File: config.mk
export PLATFORM = sky130hd
export DESIGN_NAME = sram_sp_init
export DESIGN_NICKNAME = d
export VERILOG_FILES = /design/src/rtl/sram_sp_init.sv
export SDC_FILE = /design/constraint.sdc
export NUM_CORES = 2
export LEC_CHECK = 0
export CAP_MARGIN = 5
export CORE_UTILIZATION = 65
export DETAILED_ROUTE_END_ITERATION = 10
export HOLD_SLACK_MARGIN = 0.05
export MAX_ROUTING_LAYER = met4
export PLACE_DENSITY = 0.84
export SKIP_CTS_REPAIR_TIMING = 1
export SLEW_MARGIN = 20
export SYNTH_ARGS = -nofsm -noshare
export SYNTH_HDL_FRONTEND = slang
export SYNTH_SLANG_ARGS = --single-unit
export TNS_END_PERCENT = 5
File: constraint.sdc
create_clock -name CLK -period 14.6 [get_ports CLK]
set_input_delay 1.46 -clock CLK [delete_from_list [all_inputs] [get_ports CLK]]
set_output_delay 1.46 -clock CLK [all_outputs]
set_load 0.02 [all_outputs]
File: src/rtl/sram_sp_init.sv
// Single-port synchronous SRAM that clears itself to INIT_VAL after reset.
// Reads return after one cycle, or two when OUT_REG adds an output stage.
module sram_sp_init #(
    parameter int                 DATA_W   = 8,
    parameter int                 ADDR_W   = 8,
    parameter logic [DATA_W-1:0]  INIT_VAL = {DATA_W{1'b0}},
    parameter bit                 OUT_REG  = 1'b0
) (
    input  logic              CLK,
    input  logic              RST_N,
    input  logic              CS,
    input  logic              WE,
    input  logic [ADDR_W-1:0] ADDRESS,
    input  logic [DATA_W-1:0] DATA_IN,
    output logic [DATA_W-1:0] DATA_OUT,
    output logic              RD_VALID,
    output logic              BUSY,
    output logic              REJECT
);

    localparam int                DEPTH     = 2 ** ADDR_W;
    localparam logic [ADDR_W-1:0] LAST_ADDR = {ADDR_W{1'b1}};

    typedef enum logic [0:0] {
        ST_CLEAR = 1'b0,
        ST_IDLE  = 1'b1
    } state_t;

    state_t              state_r;
    logic [ADDR_W-1:0]   clr_cnt_r;
    logic                busy_r;
    logic                reject_r;

    logic                mem_we_s;
    logic [ADDR_W-1:0]   mem_addr_s;
    logic [DATA_W-1:0]   mem_wdata_s;
    logic                rd_en_s;

    logic [DATA_W-1:0]   mem_r [DEPTH];
    logic [DATA_W-1:0]   rd_data_r;
    logic                rd_valid_r;

    // Clear/idle state machine with registered BUSY and REJECT
    always_ff @(posedge CLK) begin
        if (!RST_N) begin
            state_r   <= ST_CLEAR;
            clr_cnt_r <= {ADDR_W{1'b0}};
            busy_r    <= 1'b1;
            reject_r  <= 1'b0;
        end else begin
            case (state_r)
                ST_CLEAR: begin
                    reject_r <= CS;
                    // terminal compare on the last word so the counter never wraps early
                    if (clr_cnt_r == LAST_ADDR) begin
                        state_r   <= ST_IDLE;
                        busy_r    <= 1'b0;
                        clr_cnt_r <= {ADDR_W{1'b0}};
                    end else begin
                        clr_cnt_r <= clr_cnt_r + ADDR_W'(1);
                    end
                end
                ST_IDLE: begin
                    reject_r <= 1'b0;
                    busy_r   <= 1'b0;
                end
                default: begin
                    state_r   <= ST_CLEAR;
                    clr_cnt_r <= {ADDR_W{1'b0}};
                    busy_r    <= 1'b1;
                    reject_r  <= 1'b0;
                end
            endcase
        end
    end

    // Select the single array port between the clear engine and user traffic
    always_comb begin
        mem_we_s    = 1'b0;
        mem_addr_s  = ADDRESS;
        mem_wdata_s = DATA_IN;
        rd_en_s     = 1'b0;
        if (!RST_N) begin
            mem_we_s = 1'b0;
            rd_en_s  = 1'b0;
        end else if (state_r == ST_CLEAR) begin
            mem_we_s    = 1'b1;
            mem_addr_s  = clr_cnt_r;
            mem_wdata_s = INIT_VAL;
        end else if (CS) begin
            mem_we_s = WE;
            rd_en_s  = ~WE;
        end else begin
            mem_we_s = 1'b0;
            rd_en_s  = 1'b0;
        end
    end

    // Storage array, deliberately not reset
    always_ff @(posedge CLK) begin
        if (mem_we_s) begin
            mem_r[mem_addr_s] <= mem_wdata_s;
        end
    end

    // First read stage; data holds between reads so the output is never X after reset
    always_ff @(posedge CLK) begin
        if (!RST_N) begin
            rd_data_r  <= {DATA_W{1'b0}};
            rd_valid_r <= 1'b0;
        end else begin
            rd_valid_r <= rd_en_s;
            if (rd_en_s) begin
                rd_data_r <= mem_r[ADDRESS];
            end
        end
    end

    generate
        if (OUT_REG) begin : g_out_reg
            logic [DATA_W-1:0] out_data_r;
            logic              out_valid_r;

            // Optional output stage, flushed by reset together with the first stage
            always_ff @(posedge CLK) begin
                if (!RST_N) begin
                    out_data_r  <= {DATA_W{1'b0}};
                    out_valid_r <= 1'b0;
                end else begin
                    out_valid_r <= rd_valid_r;
                    if (rd_valid_r) begin
                        out_data_r <= rd_data_r;
                    end
                end
            end

            assign DATA_OUT = out_data_r;
            assign RD_VALID = out_valid_r;
        end else begin : g_no_out_reg
            assign DATA_OUT = rd_data_r;
            assign RD_VALID = rd_valid_r;
        end
    endgenerate

    assign BUSY   = busy_r;
    assign REJECT = reject_r;

endmodule
==> metrics.txt <==
# TYPE chip_impl_metric gauge
chip_impl_info{name="hp-start",value="BUSY$_SDFFE_PN1P_"} 1
chip_impl_metric{name="globalplace.congestion",unit=""} 0.980
chip_impl_metric{name="io_buffers",unit=""} 30
chip_impl_metric{name="setup_violations",unit=""} 0
chip_impl_metric{name="placedInstanceArea",unit="um^2"} 82400
chip_impl_metric{name="h-tree-depth",unit=""} 4
chip_impl_metric{name="max-clock-path-buffers",unit=""} 3
chip_impl_info{name="combinational_family_with_the_most_area_after_synthesis",value="multiplexers"} 1
chip_impl_metric{name="placedCellCount",unit=""} 5593
chip_impl_metric{name="finalWorstPathRequiredPeriod",unit="ns"} 6.01
chip_impl_metric{name="first_global_vias",unit=""} 43500
chip_impl_metric{name="post-route-util",unit="%"} 71.8
chip_impl_metric{name="die_width",unit="um"} 355
chip_impl_metric{name="initial_utilization",unit="%"} 65.5
chip_impl_info{name="yosys.area.top_type",value="edfxtp_1"} 1
chip_impl_metric{name="rows",unit=""} 129
chip_impl_metric{name="critical_path_peak_fanout",unit=""} 114
chip_impl_metric{name="synthesis.area_per_instance",unit="um^2"} 19.8
chip_impl_metric{name="drtAntennaViolNets",unit=""} 0
chip_impl_metric{name="synth_simple_gate_area_share",unit="%"} 3.39
chip_impl_metric{name="synthesis.nets",unit=""} 4115
chip_impl_metric{name="netlist-cell-type-count",unit=""} 69
chip_impl_metric{name="wl_per_cell",unit="um"} 36.3
chip_impl_metric{name="number_of_buffers_created_by_cts",unit=""} 192
chip_impl_metric{name="final_min_period_over_clock_period",unit="%"} 41.2
chip_impl_info{name="worstReg2RegStart",value="state_r$_SDFF_PN0_"} 1
chip_impl_info{name="cp-start-kind",value="input pin"} 1
chip_impl_metric{name="clk_transition_reported_paths",unit="ns"} 0.06
chip_impl_info{name="layout_common_cells",value="2048 x edfxtp_1, 351 x mux4_2, 345 x mux2i_1, 302 x nor2_1, 193 x clkbuf_16"} 1
chip_impl_info{name="setup_crit_end_kind",value="flip-flop"} 1
chip_impl_info{name="ys_top_cells_by_area",value="edfxtp_1 76%, mux4_2 9.8%, mux2i_1 4.3%, nor2_1 1.4%, o22ai_1 0.92%"} 1
chip_impl_metric{name="global_route_overflow",unit=""} 0
chip_impl_metric{name="largest_net_degree_at_the_start_of_global_routing",unit=""} 257
chip_impl_metric{name="p_per_area",unit="nW/um^2"} 136
chip_impl_metric{name="num_vias",unit=""} 44000
chip_impl_metric{name="finalInstanceArea",unit="um^2"} 88700
chip_impl_metric{name="finalHoldViolations",unit=""} 0
chip_impl_metric{name="clock_latency_of_the_later_clocked_register_in_the_worst_skew_pair",unit="ns"} 0.85
chip_impl_metric{name="globalRouteTotalUtil",unit="%"} 35.9
chip_impl_metric{name="post_route_cells_drive_above_1_share",unit="%"} 17.6
chip_impl_metric{name="clock_net_sink_count",unit=""} 2068
chip_impl_metric{name="die_h",unit="um"} 355
chip_impl_metric{name="synth_seq_area_share",unit="%"} 76.6
chip_impl_info{name="synthFlopType",value="edfxtp_1"} 1
chip_impl_metric{name="dr.pass1.iters",unit=""} 8
chip_impl_metric{name="worst_hold_slack_after_final_layout",unit="ns"} 0.485
chip_impl_metric{name="arrival",unit="ns"} 6.75
chip_impl_metric{name="max_freq",unit="MHz"} 166
chip_impl_info{name="tritoncts",value="done"} 1
chip_impl_metric{name="timing_worst_slew_pin_value",unit="ns"} 1.34
chip_impl_metric{name="core_region_area",unit="um^2"} 123000
chip_impl_metric{name="timing.critical_path.required",unit="ns"} 15.34
chip_impl_info{name="layout.cells.most_common",value="edfxtp_1"} 1
chip_impl_metric{name="drt-initial-drc-count",unit=""} 7278
chip_impl_metric{name="yosys-mux-area-fraction",unit="%"} 14.4
chip_impl_metric{name="leakagePower",unit="uW"} 0.0283
chip_impl_info{name="clockRootBuffer",value="clkbuf_16"} 1
chip_impl_metric{name="headroom_to_the_max_slew_limit",unit="%"} 9.55
chip_impl_metric{name="filler_cell_count",unit=""} 6533
chip_impl_metric{name="floorplan.io_pins",unit=""} 31
chip_impl_metric{name="max_cap_violations",unit=""} 0
chip_impl_metric{name="final-instance-count-excl-fill",unit=""} 5961
chip_impl_metric{name="setup_total_negative_slack",unit="ns"} 0
chip_impl_metric{name="synth_top_area_share",unit="%"} 76.1
chip_impl_metric{name="routed_wl",unit="um"} 216000
chip_impl_metric{name="netlist_area",unit="um^2"} 80900
chip_impl_metric{name="synth-xor-area-share",unit="%"} 0.0433
chip_impl_metric{name="route.detailed.vias_per_inst",unit=""} 7.39
chip_impl_metric{name="dieArea",unit="um^2"} 126000
chip_impl_metric{name="synth-compound-area-share",unit="%"} 3.75
chip_impl_metric{name="timing_max_transition_violations_final",unit=""} 0
chip_impl_metric{name="postSynthCellCount",unit=""} 4094
chip_impl_metric{name="layout_skew",unit="ns"} 0.0348
chip_impl_metric{name="synth_fa_ha_area_share",unit="%"} 0.0155
chip_impl_metric{name="async_flop_share",unit="%"} 0
chip_impl_metric{name="nets",unit=""} 4173
chip_impl_info{name="critical_path_class",value="in -> reg"} 1
chip_impl_metric{name="ys_warn_count",unit=""} 0
chip_impl_info{name="rsz_0062_raised_after_global_routing",value="false"} 1
chip_impl_metric{name="place.detailed.hpwl",unit="um"} 124000
chip_impl_info{name="min-delay-path-class",value="reg -> reg"} 1
chip_impl_metric{name="flow.area_growth_from_synthesis",unit="%"} 9.70
chip_impl_info{name="worst_setup_path_startpoint",value="ADDRESS[0]"} 1
chip_impl_metric{name="synth-edff-count",unit=""} 2048
chip_impl_metric{name="antenna_found_initial",unit=""} 14
chip_impl_metric{name="detail_route.drc_violations",unit=""} 0
chip_impl_info{name="status",value="finished clean"} 1
chip_impl_metric{name="ys_seq_elements",unit=""} 2068
chip_impl_metric{name="grt_first_pass_wirelength",unit="um"} 308000
chip_impl_metric{name="vdd_ir_drop_max",unit="uV"} 114
==> critical path: stages <==
cell and delay, ns:
buf_8 0.38, buf_4 0.78, buf_4 0.87, buf_12 0.68
mux4_1 0.67, mux2_2 0.34, a2111oi_1 0.46, buf_4 0.19
a211oi_1 0.05, nand4_1 0.16, nor3_1 0.10, a211o_1 0.30
==> logic make-up after synthesis <==
group	Yosys count
DFF	2068
muxes	713
and+or+nand+nor	626
AOI/OAI and AO/OA	429
buffers and inverters	253
xor gates and xnor gates	4
adders and majority gates	1
==> flip-flops by register name, indices dropped and copies added, names as in the netlist <==
signal,cells
state_r,1
REJECT,1
BUSY,1
clr_cnt_r,8
RD_VALID,1
mem_r,2048
DATA_OUT,8
==> per-stage QoR <==
step / power (uW) / setup WS [ns]
after detailed placement: 7220 / 7.81
after floorplan: 7040 / 8.60
after global routing: 12300 / 8.37
final: 12100 / 8.59
after CTS: 12100 / 8.61
after global placement: 7200 / 7.85
==> power by group <==
| part | switching [uW] | internal, uW |
|---|---|---|
| Combinational | 415 | 175 |
| Clock | 2220 | 2750 |
| Sequential | 3.62 | 6530 |
| Total | 2640 | 9460 |
==> final timing paths <==
kind,slack (ns),to,cells past startpoint
setup / recovery,8.59,DATA_OUT[7]$_SDFFE_PN0P_,12
hold / removal,0.48,BUSY$_SDFFE_PN1P_,2
setup reg to reg,9.65,mem_r[183][1]$_DFFE_PP_,7
hold reg to reg,0.48,BUSY$_SDFFE_PN1P_,2
==> final cells by class <==
type	count	area [um^2]	area share (%)
Clock inverter	96	1020	1.15
Tap cell	1637	2050	2.31
Timing Repair Buffer	111	991	1.12
Sequential cell	2068	61900	69.8
Multi-Input combinational cell	1773	17500	19.8
Antenna cell	16	40.0	0.0451
Inverter	6	27.5	0.0310
Clock buffer	254	5140	5.79
==> layer usage <==
| layer | GRT usage (%) | routed length, um | vias up |
|---|---|---|---|
| met5 | - | 0 | - |
| met4 | 19.3 | 13700 | 0 |
| met3 | 12.5 | 34200 | 812 |
| met2 | 51.1 | 97500 | 4221 |
| met1 | 45.9 | 71000 | 22000 |
| li1 | - | - | 17000 |
==> Yosys cell counts, drive strengths merged (3+ instances only) <==
cell     count
nand2      160
nor2b        5
inv          6
mux4       357
a21boi       3
edfxtp    2048
nand3       53
buf        157
o31ai        8
nor3b        6
a211o        4
or3         10
a31o         3
and2        18
a2111o       5
mux2        11
a21oi       34
a2111oi     17
a311oi       4
nand2b       3
mux2i      345
o211ai       7
or3b         6
a221oi      13
and3         6
dfxtp       20
o22ai      119
nor3        23
a22oi       28
a211oi      50
nand3b      12
o221ai      62
nand4       10
o21ai       51
a31oi       12
nor2       305
clkbuf      90
(Power assumes the default switching activity.)
